**config.mk**
```make
export PLATFORM = sky130hd
export DESIGN_NAME = uart_tx_serializer
export DESIGN_NICKNAME = d
export VERILOG_FILES = /design/src/rtl/uart_tx_serializer.sv
export SDC_FILE = /design/constraint.sdc
export NUM_CORES = 1
export LEC_CHECK = 0
export ABC_AREA = 1
export BUFFER_PORTS_ARGS = -buffer_cell sky130_fd_sc_hd__clkbuf_2
export CORE_MARGIN = 2
export CORE_UTILIZATION = 60
export DETAILED_ROUTE_END_ITERATION = 10
export PLACE_DENSITY = 0.79
export REMOVE_ABC_BUFFERS = 1
export SYNTH_ARGS = -nofsm -noshare
export SYNTH_HDL_FRONTEND = slang
export SYNTH_SLANG_ARGS = --single-unit
```
**constraint.sdc**
```tcl
create_clock -name clk -period 4.25 [get_ports clk]
set_input_delay 0.2125 -clock clk [delete_from_list [all_inputs] [get_ports clk]]
set_output_delay 0.2125 -clock clk [all_outputs]
set_load 0.1 [all_outputs]
```
**src/rtl/uart_tx_serializer.sv**
```systemverilog
// -----------------------------------------------------------------------------
// uart_tx_serializer
//
// Transmit half of a 16550-style UART. Bytes written by the register interface
// are queued in a small FIFO and then serialised onto stx_pad_o. The frame is
// a start bit, 5-8 data bits sent LSB first, an optional parity bit and
// 1/1.5/2 stop bits. Bit timing is taken from the shared 16x baud strobe
// `enable`, so one bit lasts 16 ticks.
//
// Handshake: there is no ready/valid back-pressure on the write side. A byte
// is offered by holding tf_push high for exactly one clk. It is stored when the
// FIFO has room, or when the FIFO is full but the serializer pops in that same
// clk. Otherwise it is dropped and tf_overrun pulses high for one clk.
//
// Ports
//   clk         in   system clock
//   wb_rst_i    in   asynchronous active-high reset
//   lcr         in   line control: [1:0] word length (00=5 .. 11=8 bits),
//                    [2] stop length, [3] parity enable, [4] even parity,
//                    [5] stick parity, [6] break
//   enable      in   16x baud tick, single-cycle strobe
//   tf_push     in   write tf_data_in into the FIFO
//   tf_data_in  in   byte to transmit
//   tx_reset    in   synchronous flush of the FIFO and the serializer
//   stx_pad_o   out  serial line, idle high
//   tf_count    out  number of bytes held in the FIFO
//   tf_overrun  out  one-cycle pulse: push attempted while the FIFO was full
//   thre        out  FIFO empty
//   temt        out  FIFO empty and serializer idle
//
// The serializer state lives in r_state (type state_t) so that checkers can
// bind to it hierarchically.
// -----------------------------------------------------------------------------
module uart_tx_serializer #(
   parameter int FIFO_DEPTH = 16,
   parameter int FIFO_CNT_W = 5
) (
   input  logic                  clk,
   input  logic                  wb_rst_i,
   input  logic [7:0]            lcr,
   input  logic                  enable,
   input  logic                  tf_push,
   input  logic [7:0]            tf_data_in,
   input  logic                  tx_reset,
   output logic                  stx_pad_o,
   output logic [FIFO_CNT_W-1:0] tf_count,
   output logic                  tf_overrun,
   output logic                  thre,
   output logic                  temt
);

   localparam int                    PTR_W    = $clog2(FIFO_DEPTH);
   localparam logic [FIFO_CNT_W-1:0] FULL_CNT = FIFO_CNT_W'(FIFO_DEPTH);

   typedef enum logic [2:0] {
      S_IDLE   = 3'd0,
      S_START  = 3'd1,
      S_DATA   = 3'd2,
      S_PARITY = 3'd3,
      S_STOP   = 3'd4
   } state_t;

   // ---------------------------------------------------------------------------
   // FIFO
   // ---------------------------------------------------------------------------
   logic [7:0]            r_mem [FIFO_DEPTH];
   logic [PTR_W-1:0]      r_wr_ptr;
   logic [PTR_W-1:0]      r_rd_ptr;
   logic [FIFO_CNT_W-1:0] r_count;
   logic [FIFO_CNT_W-1:0] w_count_next;
   logic                  w_full;
   logic                  w_empty;
   logic                  w_pop;
   logic                  w_push;
   logic [7:0]            w_head;

   // ---------------------------------------------------------------------------
   // Serializer
   // ---------------------------------------------------------------------------
   state_t     r_state;
   state_t     w_state_next;
   logic [3:0] r_cnt16;
   logic [3:0] w_cnt16_next;
   logic [2:0] r_bitcnt;
   logic [2:0] w_bitcnt_next;
   logic [7:0] r_tshift;
   logic [7:0] w_tshift_next;
   logic       r_line;
   logic       w_line_next;
   logic       r_stop_half;
   logic       w_stop_half_next;

   // Frame format captured when the byte is popped, so that lcr changes in
   // the middle of a frame only apply to the following frame.
   logic       r_pe;
   logic       r_par_bit;
   logic       r_stop2;
   logic       r_wlen5;

   logic [7:0] w_mask;
   logic       w_xor;
   logic       w_par_bit;

   logic       r_stx_pad;
   logic       r_overrun;
   logic       r_thre;
   logic       r_temt;

   // lcr[7] (divisor latch access) belongs to the register block.
   logic       w_unused;
   assign w_unused = lcr[7];

   assign w_full  = (r_count == FULL_CNT);
   assign w_empty = (r_count == '0);
   assign w_head  = r_mem[r_rd_ptr];

   // The serializer only pulls a byte from IDLE on a baud tick. A flush takes
   // priority over everything else in the same clk.
   assign w_pop  = (r_state == S_IDLE) && enable && !w_empty && !tx_reset;
   // A full FIFO still accepts a byte when a pop frees a slot in the same clk.
   assign w_push = tf_push && !tx_reset && (!w_full || w_pop);

   always_comb begin
      w_count_next = r_count;
      if (tx_reset) begin
         w_count_next = '0;
      end else begin
         case ({w_push, w_pop})
            2'b10:   w_count_next = r_count + FIFO_CNT_W'(1);
            2'b01:   w_count_next = r_count - FIFO_CNT_W'(1);
            default: w_count_next = r_count;
         endcase
      end
   end

   // Storage has no reset; only entries between the pointers are meaningful.
   always_ff @(posedge clk) begin
      if (w_push) begin
         r_mem[r_wr_ptr] <= tf_data_in;
      end
   end

   always_ff @(posedge clk or posedge wb_rst_i) begin
      if (wb_rst_i) begin
         r_wr_ptr <= '0;
         r_rd_ptr <= '0;
         r_count  <= '0;
      end else begin
         r_count <= w_count_next;
         if (tx_reset) begin
            r_wr_ptr <= '0;
            r_rd_ptr <= '0;
         end else begin
            // Pointers wrap naturally because FIFO_DEPTH is a power of two.
            if (w_push) r_wr_ptr <= r_wr_ptr + PTR_W'(1);
            if (w_pop)  r_rd_ptr <= r_rd_ptr + PTR_W'(1);
         end
      end
   end

   // ---------------------------------------------------------------------------
   // Parity of the byte about to be popped. Only the active word-length bits
   // take part in the XOR.
   // ---------------------------------------------------------------------------
   always_comb begin
      w_mask = 8'hFF;
      case (lcr[1:0])
         2'b00:   w_mask = 8'h1F;
         2'b01:   w_mask = 8'h3F;
         2'b10:   w_mask = 8'h7F;
         default: w_mask = 8'hFF;
      endcase
   end

   assign w_xor = ^(w_head & w_mask);

   always_comb begin
      w_par_bit = 1'b0;
      case ({lcr[5], lcr[4]})
         2'b00:   w_par_bit = ~w_xor;  // odd
         2'b01:   w_par_bit = w_xor;   // even
         2'b10:   w_par_bit = 1'b1;    // stick one
         default: w_par_bit = 1'b0;    // stick zero
      endcase
   end

   // ---------------------------------------------------------------------------
   // Serializer FSM: state register
   // ---------------------------------------------------------------------------
   always_ff @(posedge clk or posedge wb_rst_i) begin
      if (wb_rst_i) begin
         r_state     <= S_IDLE;
         r_cnt16     <= '0;
         r_bitcnt    <= '0;
         r_tshift    <= '0;
         r_line      <= 1'b1;
         r_stop_half <= 1'b0;
      end else begin
         r_state     <= w_state_next;
         r_cnt16     <= w_cnt16_next;
         r_bitcnt    <= w_bitcnt_next;
         r_tshift    <= w_tshift_next;
         r_line      <= w_line_next;
         r_stop_half <= w_stop_half_next;
      end
   end

   always_ff @(posedge clk or posedge wb_rst_i) begin
      if (wb_rst_i) begin
         r_pe      <= 1'b0;
         r_par_bit <= 1'b0;
         r_stop2   <= 1'b0;
         r_wlen5   <= 1'b0;
      end else if (w_pop) begin
         r_pe      <= lcr[3];
         r_par_bit <= w_par_bit;
         r_stop2   <= lcr[2];
         r_wlen5   <= (lcr[1:0] == 2'b00);
      end
   end

   // ---------------------------------------------------------------------------
   // Serializer FSM: next state. A bit ends on the tick where r_cnt16 is 0;
   // that same tick drives the next bit and reloads the counter with 15.
   // ---------------------------------------------------------------------------
   always_comb begin
      w_state_next     = r_state;
      w_cnt16_next     = r_cnt16;
      w_bitcnt_next    = r_bitcnt;
      w_tshift_next    = r_tshift;
      w_line_next      = r_line;
      w_stop_half_next = r_stop_half;

      if (tx_reset) begin
         w_state_next     = S_IDLE;
         w_cnt16_next     = '0;
         w_line_next      = 1'b1;
         w_stop_half_next = 1'b0;
      end else if (enable) begin
         case (r_state)
            S_IDLE: begin
               w_line_next = 1'b1;
               if (!w_empty) begin
                  w_tshift_next    = w_head;
                  w_bitcnt_next    = {1'b0, lcr[1:0]} + 3'd4;
                  w_line_next      = 1'b0;
                  w_cnt16_next     = 4'd15;
                  w_stop_half_next = 1'b0;
                  w_state_next     = S_START;
               end
            end

            S_START: begin
               if (r_cnt16 == 4'd0) begin
                  w_line_next   = r_tshift[0];
                  w_tshift_next = {1'b0, r_tshift[7:1]};
                  w_cnt16_next  = 4'd15;
                  w_state_next  = S_DATA;
               end else begin
                  w_cnt16_next = r_cnt16 - 4'd1;
               end
            end

            S_DATA: begin
               if (r_cnt16 == 4'd0) begin
                  w_cnt16_next = 4'd15;
                  if (r_bitcnt == 3'd0) begin
                     if (r_pe) begin
                        w_line_next  = r_par_bit;
                        w_state_next = S_PARITY;
                     end else begin
                        w_line_next  = 1'b1;
                        w_state_next = S_STOP;
                     end
                  end else begin
                     w_line_next   = r_tshift[0];
                     w_tshift_next = {1'b0, r_tshift[7:1]};
                     w_bitcnt_next = r_bitcnt - 3'd1;
                  end
               end else begin
                  w_cnt16_next = r_cnt16 - 4'd1;
               end
            end

            S_PARITY: begin
               if (r_cnt16 == 4'd0) begin
                  w_line_next  = 1'b1;
                  w_cnt16_next = 4'd15;
                  w_state_next = S_STOP;
               end else begin
                  w_cnt16_next = r_cnt16 - 4'd1;
               end
            end

            S_STOP: begin
               w_line_next = 1'b1;
               if (r_cnt16 == 4'd0) begin
                  // Long stop: after the first 16 ticks run a second segment
                  // of 8 ticks (5-bit words) or 16 ticks (all other lengths).
                  if (r_stop2 && !r_stop_half) begin
                     w_stop_half_next = 1'b1;
                     w_cnt16_next     = r_wlen5 ? 4'd7 : 4'd15;
                  end else begin
                     w_stop_half_next = 1'b0;
                     w_state_next     = S_IDLE;
                  end
               end else begin
                  w_cnt16_next = r_cnt16 - 4'd1;
               end
            end

            default: begin
               w_state_next = S_IDLE;
               w_line_next  = 1'b1;
            end
         endcase
      end
   end

   // ---------------------------------------------------------------------------
   // Registered outputs. Break forces the pad low while the FSM keeps running
   // underneath, so releasing break resumes at the current frame position.
   // ---------------------------------------------------------------------------
   always_ff @(posedge clk or posedge wb_rst_i) begin
      if (wb_rst_i) begin
         r_stx_pad <= 1'b1;
         r_overrun <= 1'b0;
         r_thre    <= 1'b1;
         r_temt    <= 1'b1;
      end else begin
         r_stx_pad <= w_line_next & ~lcr[6];
         r_overrun <= tf_push && !tx_reset && w_full && !w_pop;
         r_thre    <= (w_count_next == '0);
         r_temt    <= (w_count_next == '0) && (w_state_next == S_IDLE);
      end
   end

   assign stx_pad_o  = r_stx_pad;
   assign tf_count   = r_count;
   assign tf_overrun = r_overrun;
   assign thre       = r_thre;
   assign temt       = r_temt;

endmodule

```
; ---- After elaboration in Yosys (flattened, before gate mapping)
; Memories as Yosys holds them, arrays and structs flattened.
; Cells that the tools add are included.
[totals]
mem_bits_rw = 128
word_cells = 137
ff_bits = 41
mem_count = 1
[op_classes]
n_eq_ne = 18
muxes = 53
add_sub_neg = 7
bitwise = 5
reduce_logical = 36
[memory_table]
columns = name, depth, width, rd, rd_clocked_by_memory_dff, write_ports, line_no
row1 = r_mem, 16, 8, 1, 0, 1, 66  ; logic [7:0] r_mem [FIFO_DEPTH];
[ops]
columns = operator, n
row1 = $pmux 8 s3, 2
row2 = $mux 4, 11
row3 = $mux 3, 13
row4 = $mux 8, 4
row5 = $mux 1, 15
row6 = $pmux 3 s5, 1
row7 = $pmux 4 s3, 1
row8 = $logic_not 5->1, 2
row9 = $pmux 5 s2, 1
row10 = $logic_and 1x1->1, 9
row11 = $logic_not 3->1, 3
row12 = $add 4x1->4 const B, 2
row13 = $and 8x8->8, 1
row14 = $ne 2x2->1 const B, 4
row15 = $reduce_and 4->1, 2
row16 = $reduce_bool 2->1, 4
row17 = $reduce_xor 8->1, 1
row18 = $reduce_and 7->1, 1
row19 = $eq 2x1->1 const B, 3
row20 = $eq 2x2->1 const B, 3
row21 = $eq 3x2->1 const B, 2
row22 = $ne 3x3->1 const B, 2
row23 = $pmux 3 s2, 1
row24 = $reduce_and 6->1, 1
row25 = other kinds (22), 30

; ---- Longest topological paths before layout
; Gate-level depths: netlist of run 1.
[logic_depth]
depth_word = 11
mapped_depth = 22

; ---- Worst setup path after synthesis of run 1
; Ideal clock, no wire load.
[synth_path]
path_kind = register to register
startpoint = reg r_count[1] (netlist: tf_count[1])
endpoint = mem r_mem[11][0], enable pin
t_arrival_ns = 2.468
n_path_buf = 0
stages_incl_launch_ff = 11
required_time_ns = 3.880
setup_time_ns = 0.370
synth_period_minus_slack_ns = 2.838
path_slack_ns = 1.412
path_cell_list = dfrtp_1 > inv_1 > nand4_1 > nand2_2 > nor2_4 > nand2_2 > nand2_1 > nand2_1 > inv_1 > nand2_1 > nor2_1
[synth_via]
elab_chain_len = 8
elab_cells_between_ends = 10
[synth_rtl]
columns = item, line_no
row1 = start: declaration, 69  ; logic [FIFO_CNT_W-1:0] r_count;
row2 = start signal: assignment, 149  ; r_count <= w_count_next;
row3 = $logic_not 5->1, 114  ; assign w_empty = (r_count == '0);
row4 = $logic_not 1->1, -
row5 = $logic_and 1x1->1 (2 in a row), 119  ; assign w_pop = (r_state == S_IDLE) && enable && !w_empty && !tx_reset;
row6 = $logic_or 1x1->1 *, 121  ; assign w_push = tf_push && !tx_reset && (!w_full || w_pop);
row7 = $logic_and 1x1->1 *, 121
row8 = $mux 1 *, 138  ; if (w_push) begin
row9 = $mux 1 (not written as such) *, 139  ; r_mem[r_wr_ptr] <= tf_data_in;
row10 = end: declaration, 66
; Every way passes the cells marked *; elsewhere a longest branch is shown, timed or not.

; ---- Final worst setup path of run 1
[layout_path]
startpoint = reg r_rd_ptr[0]
endpoint = reg r_par_bit
[layout_via]
elab_chain_len = 5
[layout_rtl]
columns = item, line_no
row1 = start: declaration, 68  ; logic [PTR_W-1:0] r_rd_ptr;
row2 = start signal: assignment, 156  ; if (w_pop) r_rd_ptr <= r_rd_ptr + PTR_W'(1);
row3 = $mem_v2 16x8 *, -
row4 = $and 8x8->8 *, 175  ; assign w_xor = ^(w_head & w_mask);
row5 = $reduce_xor 8->1 *, 175
row6 = $not 1->1, 180  ; 2'b00: w_par_bit = ~w_xor;
row7 = $pmux 1 s3 *, 179  ; case ({lcr[5], lcr[4]})
row8 = end signal: assignment, 216  ; r_par_bit <= w_par_bit;
row9 = end: declaration, 96  ; logic r_par_bit;
; Marks and branches as above.
; A chain may end at the register's enable or synchronous reset.

==> run summary, run 1 <==
Share of total power in combinational logic: 0.197. Ranked by total cell area, the synthesized netlist is headed by edfxtp_1, nand2_1, dfrtp_1, nor2_1, inv_1. The number of global-route vias before repair was 5,517. The net switching share of the total power was 0.313.

Counting flops and latches in the post-synthesis netlist gives 169. The tools report the sequential share of the synthesized area as 0.615. The worst hold path begins at enable. The die is 119 um tall. Once detailed placement completed, the half-perimeter wirelength came to 10,600 um. The run finished with clean final reports. In the final routed layout, each cell accounts on average for 15.9 um. In this run the static leakage power is 0.00375 uW.

The period utilization works out to 0.704. Largest vdd supply drop: 0.320 mV. The final layout net count is 912, and the maximum number of pins on one net before global-route repair is 56.

For this design the ratio of total power to cell area is 491 nW/um^2. The power dissipated by switching net loads is 1340 uW, and the number of synthesis warnings is 0. The worst setup path is launched from a flip-flop. Counting instances in the post-synthesis netlist gives the leading cell types as nand2_1, edfxtp_1, nor2_1.

The count of buffers added on input and output ports is 28. With fillers left out, the area of the finished cells amounts to 8710 um^2. The power consumption is 4270 uW, and the remaining global-route overflow is 0. The run gives 27,300 um as the global-route wire length before repair. The root buffer selected by CTS is clkbuf_16. The power share of the clock group is 0.340. Setup violations remaining at the end of the flow were counted as 0.

The number of enable flip-flop cells after synthesis is 128, and the placeable core region is 12,800 um^2. The die footprint is 14,100 um^2, and the initial antenna violation count is 0. The most common flop cell mapped by yosys was edfxtp_1. Post-synthesis async set-or-reset flop share: 0.243.

For the final-report hold violation count, the log shows 0. Gates resized during post-CTS repair numbered 0. The final sum of negative setup slack came out at 0 ns. Setup repair after global routing left no endpoint under its margin. The max-slew violation total from the final report was 0. Worst slack at placement: 1.35 ns. The clock slew at the register clock pins of the worst setup and hold paths is 0.06 ns. The logs give 1.26 ns for the slack of the critical path and 169 for the clock sink count.

The H-tree depth reported by CTS was 4; the shortest clock period the worst path allows after layout was 2.99 ns. STA puts the critical path data arrival time at 3.31 ns. The worst register-to-register path begins at r_rd_ptr[0].

The layout-stage area growth over the synthesis result was 9.93%. The maximum net fanout on the critical path is 55. The number of clock buffers added by TritonCTS is 17. After global routing, the most crowded layer is met2. The average cell area after synthesis is 9.26 um^2, and the clock insertion delay at the later pin of the skew report is 0.43 ns.

After floorplanning, the core was divided into 41 placement rows. The initial standard-cell utilization of the core is 0.620, and the met1 capacity usage during global routing is 0.345. The logs give 0.0105 ns for the final setup skew and 0.0532 for the global-route track usage on met3. The library cell with the highest instance count after synthesis is nand2_1.

The critical setup path kind is flip-flop to flip-flop. The tools report the global router's overall resource usage as 0.255. The fraction of post-synthesis cell area in the top cell type by area was 0.485; the routed via count was 5,823. The tools report the total inserted antenna cells as 0. In this run the worst setup path begins at r_rd_ptr[0]. The number of standard cells after synthesis came out at 856.

Internal power comes to 2930 uW. At the worst endpoint, the required time is 4.57 ns. Clock tree buffer depth: 2.

The classification of the worst-slack hold path is primary input to flip-flop. The via density per instance is 5.46, and the distinct cell type count of the synthesized netlist is 40. After detailed placement, the total cell area comes to 8120 um^2. Counting tap cells, the placed design contains a total of 1,031 instances.

For the pin with the worst max-slew slack, the measured transition is 1.01 ns. The largest total area in the synthesized netlist belongs to edfxtp_1. After detailed routing, the total wire length is 17,000 um. The sequential share of power was 0.463. The floorplan step set the die width to 119 um. TritonCTS built the clock tree. The run gives 0.914 as the last weighted congestion value of the routability-driven placer.

The first detailed-routing pass ran for 5 iterations. For this run, design rule violations remaining after detail routing come to 0. The count of nets left with antenna violations once routing finished came out at 0.

Pin placement for this block handled 30 I/O pins. For the cell area after synthesis, the log shows 7920 um^2. The number of cells in the finished layout apart from fillers is 1,067. Max-cap violations in this run came to 0.

In this run, the number of DRC markers left after iteration 0 of detailed routing was 732. The nature of the critical path endpoint is a flip-flop. The tools report the global routing usage on met2 as 0.408. The share of layout cells above drive strength 1 is 0.0927, and the maximum frequency from static timing analysis is 334 MHz.

The tools report the remaining max-slew budget at the tightest pin as 0.329.
[power groups by stage]
stage,Clock [uW],Sequential (uW),Combinational [uW]
global placement,0,2010,804
CTS,1460,1970,834
global route,1540,1990,949
finish,1450,1980,842
floorplan,0,2100,507
detailed placement,0,2010,824
[sequential cells by signal, summed over array words and instances (netlist names), 3 cells and up]
name	cells
r_mem	128
r_tshift	8
tf_count	5
r_cnt16	4
r_rd_ptr	4
r_wr_ptr	4
r_bitcnt	3
r_state	3
[path summary, 6_finish.rpt]
path                               end  slack [ns]  cells past startpoint
max                          r_par_bit        1.26                     16
min                         r_state[2]        0.05                      2
max reg2reg                  r_par_bit        1.26                     16
min reg2reg                  r_par_bit        0.50                      2
max in group asynchronous  r_rd_ptr[0]        3.43                      4
min in group asynchronous  tf_count[1]        0.43                      4
[cell type report]
| cell class | instances | area, um^2 |
|---|---|---|
| clock inverters | 13 | 116 |
| inverters | 93 | 353 |
| clock buffers | 19 | 433 |
| flip-flops and latches | 169 | 4880 |
| repair buffers | 34 | 195 |
| well taps | 172 | 215 |
| fillers | 975 | 4060 |
| multi-input cells | 567 | 2520 |
[through the flow]
| stage | hold slack (ns) | utilization |
|---|---|---|
| 2_1_floorplan | 0.242 | - |
| 3_3_place_gp | 0.331 | 0.636 |
| 3_5_place_dp | 0.334 | 0.636 |
| 4_1_cts | 0.0347 | 0.682 |
| 5_1_grt | 0.0557 | 0.682 |
| 6_report | 0.0500 | 0.682 |
[cell families after synthesis]
kind of cell | after synthesis | share of synthesized area
AOI/OAI and AO/OA | 80 | 0.0588
buffers and inverters | 120 | 0.0665
and+or+nand+nor | 478 | 0.245
DFF | 169 | 0.615
adders and majority gates | 9 | 0.0142
[per-layer routing]
metal | vias to the layer above | share of wire | wire length (um)
li1 | 2849 | - | -
met1 | 2767 | 0.44 | 7470
met2 | 179 | 0.49 | 8270
met3 | 28 | 0.055 | 928
met4 | 0 | 0.017 | 296
met5 | - | 0 | 0
[critical path, stage by stage, from the launching register on]
cell and delay, ns:
dfrtp_2 0.63, inv_2 0.83, nand2_1 0.15, nand3_1 0.13
nand3_1 0.14, nand2_1 0.11, nand2_1 0.11, inv_1 0.10
nand2_1 0.06, nand2_1 0.07, nand2_1 0.05, nand2_1 0.08
nand3_1 0.10, nand3_1 0.10, nand2_1 0.05, nand3_1 0.06
nand2_1 0.07
[cell usage in the layout (no fill, tap or decap), types with 9 or more instances in the layout]
cell type and count:
clkbuf_16 17, ha_1 9, nand3_1 61, dfrtp_1 36, a31oi_1 13, a21oi_1 16
nor2_1 110, nand2_1 288, inv_1 84, edfxtp_1 128, o21ai_0 34, clkbuf_2 28
[repair_timing]
action                                 4_1_cts  5_1_grt
setup endpoints to repair                    0        0
setup buffers                                0        0
hold buffers                                 4        0
endpoints found under the hold margin       40        0
Note: power is estimated with default switching activity, not from simulation.
==> run 2: changes to the inputs <==
--- a/config.mk
+++ b/config.mk
@@ -8,9 +8,9 @@
 export ABC_AREA = 1
 export BUFFER_PORTS_ARGS = -buffer_cell sky130_fd_sc_hd__clkbuf_2
 export CORE_MARGIN = 2
-export CORE_UTILIZATION = 60
+export CORE_UTILIZATION = 56
 export DETAILED_ROUTE_END_ITERATION = 10
-export PLACE_DENSITY = 0.79
+export PLACE_DENSITY = 0.77
 export REMOVE_ABC_BUFFERS = 1
 export SYNTH_ARGS = -nofsm -noshare
 export SYNTH_HDL_FRONTEND = slang
==> constraint.sdc (replaced) <==
create_clock -name clk -period 2.45 [get_ports clk]
set_input_delay 0.1225 -clock clk [delete_from_list [all_inputs] [get_ports clk]]
set_output_delay 0.1225 -clock clk [all_outputs]
set_load 0.1 [all_outputs]
==> run summary, run 2 (synthesis gave the netlist of run 1 again) <==
Required time reported for the critical path endpoint: 2.59 ns (-1.98 ns). The remaining max-slew budget at the tightest pin was 0.634 (+0.305); the initial standard-cell utilization of the core was 0.573 (-0.0473). The row count came out at 43 (+4.9%). The storage element area is 4880 um^2 (unchanged).

For the number of setup violations in the final report, the log shows 0 (unchanged). On the critical path, the stage with the largest delay is an instance of dfrtp_1. r_mem holds more flip-flops than any other register.

Most frequent standard cell in the layout excluding fill and tap cells: nand2_1. The routed via count was 6,039 (+3.7%); the number of global-route vias before repair was 5,427 (-1.6%). The max-slew violation total from the final report came out at 0 (unchanged). The run gives 27,800 um (+1.5%) as the global-route wire length before repair. For the final sum of negative setup slack, the log shows 0 ns (unchanged). STA classifies the critical path endpoint as a flip-flop.

The number of optimization iterations in the first detailed-route pass is 5 (unchanged). TritonCTS built the clock tree. The post-route cell area came out at 9310 um^2 (+6.9%). The DRC marker count from the first detailed-route iteration was 558 (-24%). The placeable core region was 13,800 um^2 (+8.2%); the clock slew at the register clock pins of the worst setup and hold paths was 0.06 ns (about the same). The net switching share of the total power was 0.298 (-0.0149); the die boundary height was 123 um (+3.4%). The TritonCTS buffer count is 17 (unchanged). The top cell types in the final layout, fill and taps aside, are nand2_1, edfxtp_1, nor2_1. The share of layout cells above drive strength 1 was 0.154 (+0.0616). The cell leakage power came out at 0.00409 uW (+9.1%).

The logs give 0.895 (-2.1%) for the last weighted congestion value of the routability-driven placer and 2390 uW (+79%) for the power dissipated by switching net loads. Setup repair after global routing could not meet its margin everywhere. The largest vdd supply drop is 0.722 mV (+130%), and the register-to-register setup slack is 0.08 ns (-1.18 ns). The global router's overall resource usage came out at 0.250 (-0.00484). The maximum frequency from static timing analysis is 422 MHz (+26%), and the multi-input combinational cell area is 2560 um^2 (+1.4%). The critical path goes through nor2_2 > nand4_1 > nand2_2 > nor2_4 > buf_12 > nand2_2 > nand2_1 > nand2_1 > inv_2 > nand2_2 > nor2_1 > buf_4. The die footprint was 15,100 um^2 (+6.9%); the post-detailed-route wirelength per cell was 15.7 um (-1.4%). The final setup skew was 0.0100 ns (-0.000459 ns); the layout-stage area growth over the synthesis result was 17.5%.

The period utilization is 0.966 (+0.262). The smallest hold slack is 0.0257 ns (-0.0242 ns). The half-perimeter wire length after detailed placement was 11,300 um (+7.1%). The critical setup path kind was flip-flop to flip-flop. The share of total power in combinational logic is 0.205 (+0.008), and the cell area after placement is 8450 um^2 (+4.0%). The shortest clock period the worst path allows after layout came out at 2.37 ns (-0.624 ns). Clock insertion delay at the later pin of the skew report: 0.44 ns (about the same). For the number of max-capacitance violations reported, the log shows 0 (unchanged).

The total wire length came out at 17,600 um (+4.1%). The run gives 0 (unchanged) as the remaining global-route overflow. The initial antenna violation count was 0 (unchanged); the filler cell count was 945 (-3.1%). The maximum single-stage delay on the critical path works out to 0.39 ns (-0.44 ns). The tools report the antenna violation net count after detailed routing as 0 (unchanged).

By instance count, the cell type seen most on the critical path is nand2_2. The H-tree depth reported by CTS is 4 (unchanged). For the sequential share of power, the log shows 0.423 (-0.040). The run finished with clean final reports. The run gives 0 (unchanged) as the final-report hold violation count. The arrival time at the worst endpoint was 2.51 ns (-0.80 ns); the clock sink count was 169 (unchanged). The clock tree buffer depth came out at 2 (unchanged). The flip-flop count of the largest register, all copies and words added came out at 128 (unchanged). The category of the worst setup path launch point is a flip-flop. The maximum number of pins on one net before global-route repair was 32 (-43%); the total inserted antenna cells was 0 (unchanged). The cell internal power dissipation came out at 5630 uW (+92%). The width of the die is 123 um (+3.4%), and the DRC violations left is 0 (unchanged). The final layout net count came out at 963 (+5.6%). The number of buffers added on ports is 28 (unchanged). The maximum net fanout on the critical path works out to 8 (-85%).

The utilization of the core after routing was 0.673 (-0.00843). The path class of the tightest hold or removal check is primary input to flip-flop. The power per cell area came out at 862 nW/um^2 (+76%).

The number of top-level design ports came out at 30 (unchanged). The power share of the clock group came out at 0.372 (+0.032). The via density per instance came out at 5.36 (-1.7%). Root buffer selected by CTS: clkbuf_16. The slew at the pin closest to its max-slew limit came out at 0.551 ns (-0.454 ns).
## run 2: worst max-delay path, delay by kind of cell (launching register included)
kind	cells	cell delay [ns]
simple gates	9	1.16
flops	1	0.39
buf+inv	3	0.51
## run 2: area by class of cell
class	count	share of cell area
inverters	93	0.0379
clock inverters	15	0.0251
flip-flops and latches	169	0.524
clock buffers	17	0.0457
well taps	180	0.0242
repair buffers	85	0.0689
multi-input cells	567	0.275
## run 2: final timing paths
kind	cells past startpoint	startpoint	to
worst max-delay path	12	tf_count[2]	r_mem[5][0]
worst min-delay path	3	lcr[1]	r_bitcnt[1]
worst max register to register	12	tf_count[2]	r_mem[5][0]
worst min register to register	1	r_bitcnt[2]	r_bitcnt[2]
max in group asynchronous	4	wb_rst_i	stx_pad_o
min in group asynchronous	3	wb_rst_i	tf_count[2]
## run 2: timing repair
action	4_1_cts	5_1_grt
hold buffers	10	0
setup buffers	0	6
resized for setup	0	19
endpoints found under the hold margin	20	0
setup endpoints to repair	0	94
## run 2: through the flow
step	setup WS, ns	std cells	power [uW]
2_1_floorplan	-0.844	829	4520
5_1_grt	-0.0834	1126	8390
3_5_place_dp	0.128	1078	5000
3_3_place_gp	0.177	1078	4960
4_1_cts	0.0883	1120	7970
6_report	0.0823	1126	8020
## run 2: layer usage
metal | vias to the layer above | share of wire | track usage
li1 | 2955 | - | -
met1 | 2784 | 0.41 | 0.336
met2 | 263 | 0.50 | 0.404
met3 | 37 | 0.072 | 0.0540
met4 | 0 | 0.025 | 0.0898
met5 | - | 0 | 0
## run 2: power by group through the flow
| stage | Combinational [uW] | Sequential [uW] | Clock [uW] |
|---|---|---|---|
| 6_report | 1650 | 3390 | 2980 |
| 5_1_grt | 1840 | 3410 | 3140 |
| 4_1_cts | 1580 | 3390 | 3000 |
| 3_5_place_dp | 1550 | 3450 | 0 |
| 3_3_place_gp | 1520 | 3450 | 0 |
| 2_1_floorplan | 880 | 3640 | 0 |
==> run 3: changes to the inputs <==
--- a/config.mk
+++ b/config.mk
@@ -7,11 +7,14 @@
 export LEC_CHECK = 0
 export ABC_AREA = 1
 export BUFFER_PORTS_ARGS = -buffer_cell sky130_fd_sc_hd__clkbuf_2
+export CELL_PAD_IN_SITES_DETAIL_PLACEMENT = 0
+export CELL_PAD_IN_SITES_GLOBAL_PLACEMENT = 1
 export CORE_MARGIN = 2
-export CORE_UTILIZATION = 56
+export CORE_UTILIZATION = 43
 export DETAILED_ROUTE_END_ITERATION = 10
-export PLACE_DENSITY = 0.77
+export PLACE_DENSITY = 0.76
 export REMOVE_ABC_BUFFERS = 1
 export SYNTH_ARGS = -nofsm -noshare
 export SYNTH_HDL_FRONTEND = slang
 export SYNTH_SLANG_ARGS = --single-unit
+export TNS_END_PERCENT = 5
==> run summary, run 3 (synthesis gave the netlist of run 1 again) <==
The flow ran to the end, and the final reports show no timing, DRC or antenna violations. The run gives 49 (+14%) as the row count. The logs give 957 (-0.62%) for the final layout net count and 0 (unchanged) for the number of max-capacitance violations reported. The global router's overall resource usage came out at 0.194 (-0.0557).

The required time reported for the critical path endpoint was 2.58 ns (about the same). The width of the die came out at 140 um (+14%). The routed length on met3 came out at 699 um (-45%). The multi-input combinational cell area came out at 2530 um^2 (-1.0%).

The tools report the arrival time at the worst endpoint as 2.41 ns (-0.10 ns). The run gives 1,711 (+81%) as the filler cell count. The final sum of negative setup slack was 0 ns (unchanged); the clock slew at the register clock pins of the worst setup and hold paths was 0.06 ns (about the same).

The total inserted antenna cells came out at 0 (unchanged). The critical path in this run is classified as flip-flop to flip-flop. The share of layout cells above drive strength 1 is 0.136 (-0.0182). The die boundary height is 140 um (+14%). The total wire length is 18,200 um (+3.0%), and the number of buffers added on ports is 28 (unchanged). Compared with the post-synthesis result, the final layout area differs by 15.6%. The shortest clock period the worst path allows after layout was 2.27 ns (-0.0946 ns); the storage element area was 4880 um^2 (unchanged).

The period utilization works out to 0.928 (-0.0386). The post-route cell area is 9160 um^2 (-1.6%). The run gives 8540 um^2 (+1.1%) as the cell area after placement. The flip-flop count of the largest register, all copies and words added is 128 (unchanged), and the initial standard-cell utilization of the core is 0.440 (-0.133). The tools report the final setup skew as 0.0124 ns (+0.00237 ns). The number of optimization iterations in the first detailed-route pass is 7 (+2).

The maximum frequency from static timing analysis is 440 MHz (+4.2%), and the final-report hold violation count is 0 (unchanged). The number of top-level design ports was 30 (unchanged). The clock tree buffer depth is 2 (unchanged), and the last weighted congestion value of the routability-driven placer is 0.834 (-6.8%). Maximum single-stage delay on the critical path: 0.41 ns (+0.02 ns). The via density per instance was 4.91 (-8.5%). The clock sink count came out at 169 (unchanged).

The logs give 18,000 um^2 (+30%) for the placeable core region and 8570 um (-1.9%) for the length of routed met2 wiring. The slew at the pin closest to its max-slew limit works out to 0.685 ns (+0.134 ns). TritonCTS built the clock tree. The antenna violation net count after detailed routing is 0 (unchanged). The critical path goes through inv_1 > nand2_4 > nor2_4 > nand2_2 > nor2_4 > nand2_2 > nand2_1 > nand2_1 > inv_1 > nand2_1 > nor2_1 > buf_4.

For the cell leakage power, the log shows 0.00399 uW (-2.5%). Setup repair after global routing could not meet its margin everywhere. The most numerous cell type found on the critical path is nand2_1. The top metal layer carrying routed signals was met4. STA classifies the critical path startpoint as a flip-flop. The post-detailed-route wirelength per cell was 15.5 um (-0.83%); the H-tree depth reported by CTS was 4 (unchanged).

The run gives 0 (unchanged) as the DRC violations left. The tools report the global-route wire length before repair as 28,900 um (+4.3%). Classification of the worst-slack hold path: primary input to flip-flop. The utilization of the core after routing was 0.508 (-0.165).

The tools report the wire length on met1 as 8690 um (+21%). The maximum net fanout on the critical path was 6 (-2). Cell at the slowest stage of the critical path: dfrtp_1. More flip-flops sit in one register than any other, and that register is r_mem.

Largest vdd supply drop: 0.527 mV (-27%). Maximum number of pins on one net before global-route repair: 44 (+38%). The number of setup violations in the final report came out at 0 (unchanged).

The die footprint is 19,500 um^2 (+29%), and the max-slew violation total from the final report is 0 (unchanged). Power per cell area: 809 nW/um^2 (-6.1%). Root buffer selected by CTS: clkbuf_16. The logs give 0.43 ns (about the same) for the clock insertion delay at the later pin of the skew report and 5,331 (-1.8%) for the number of global-route vias before repair. The TritonCTS buffer count was 17 (unchanged). The nature of the critical path endpoint is a flip-flop.

The initial antenna violation count was 0 (unchanged); the remaining max-slew budget at the tightest pin was 0.543 (-0.0914). The DRC marker count from the first detailed-route iteration is 669 (+20%), and the half-perimeter wire length after detailed placement is 11,900 um (+5.5%). For the routed via count, the log shows 5,735 (-5.0%). Leaving out fill and tap cells, the most frequent cells in the layout are nand2_1, edfxtp_1, nor2_1. The library cell used most frequently in the layout, excluding fill and tap cells, is nand2_1.

The remaining global-route overflow came out at 0 (unchanged).
-- run 3: cell count changes in the layout (fill, tap and decap cells not counted), sizes merged --
cell / delta
clkinv: -3
buf: -3
dlygate4sd3: -3
clkinvlp: +3
clkbuf: +6
bufinv: -5
inv: -1
-- run 3: per-stage QoR --
stage | std cells | hold slack, ns | total power [uW] | setup slack [ns]
5_1_grt | 1169 | 0.0456 | 7840 | -0.0656
3_5_place_dp | 1130 | 0.247 | 5030 | 0.131
6_report | 1169 | 0.0528 | 7410 | 0.177
3_3_place_gp | 1130 | 0.247 | 5020 | 0.138
2_1_floorplan | 829 | 0.152 | 4520 | -0.844
4_1_cts | 1169 | 0.0382 | 7450 | 0.108
-- run 3: path summary, 6_finish.rpt --
kind / cells after the start / slack, ns / endpoint / start
setup / recovery: 12 / 0.18 / r_mem[8][1] / r_state[1]
hold / removal: 3 / 0.05 / r_bitcnt[1] / lcr[1]
setup reg to reg: 12 / 0.18 / r_mem[8][1] / r_state[1]
hold reg to reg: 2 / 0.49 / r_par_bit / r_par_bit
max in group asynchronous: 4 / 1.53 / r_bitcnt[0] / wb_rst_i
min in group asynchronous: 3 / 0.33 / r_wr_ptr[1] / wb_rst_i
-- run 3: what timing repair did --
item                                    in CTS  in global routing
setup buffers                                0                  0
resized for setup                            0                  7
hold buffers                                 7                  0
endpoints found under the setup margin       0                 10
hold endpoints to repair                    30                  0
-- run 3: layout make-up --
cell class / instances / area share
clock inverter: 9 / 0.00738
multi-input combinational: 567 / 0.276
inverter: 93 / 0.0388
tap: 229 / 0.0313
timing repair buffer: 79 / 0.0639
clock buffer: 23 / 0.0500
sequential: 169 / 0.532
-- run 3: power breakdown --
group	total (uW)	internal [uW]	switching (uW)
registers	3390	3290	100
logic	1600	484	1120
clock network	2420	1330	1090
-- run 3: worst max-delay path: cells and delay by family (launching register included) --
kind | cells | cell delay (ns)
flip-flops | 1 | 0.41
AND/OR/NAND/NOR | 9 | 1.08
buffers and inverters | 3 | 0.49
-- run 3: layer usage --
metal / vias to the layer above / track usage
li1: 2931 / -
met1: 2675 / 0.281
met2: 112 / 0.304
met3: 17 / 0.0303
met4: 0 / 0.0568
met5: - / 0
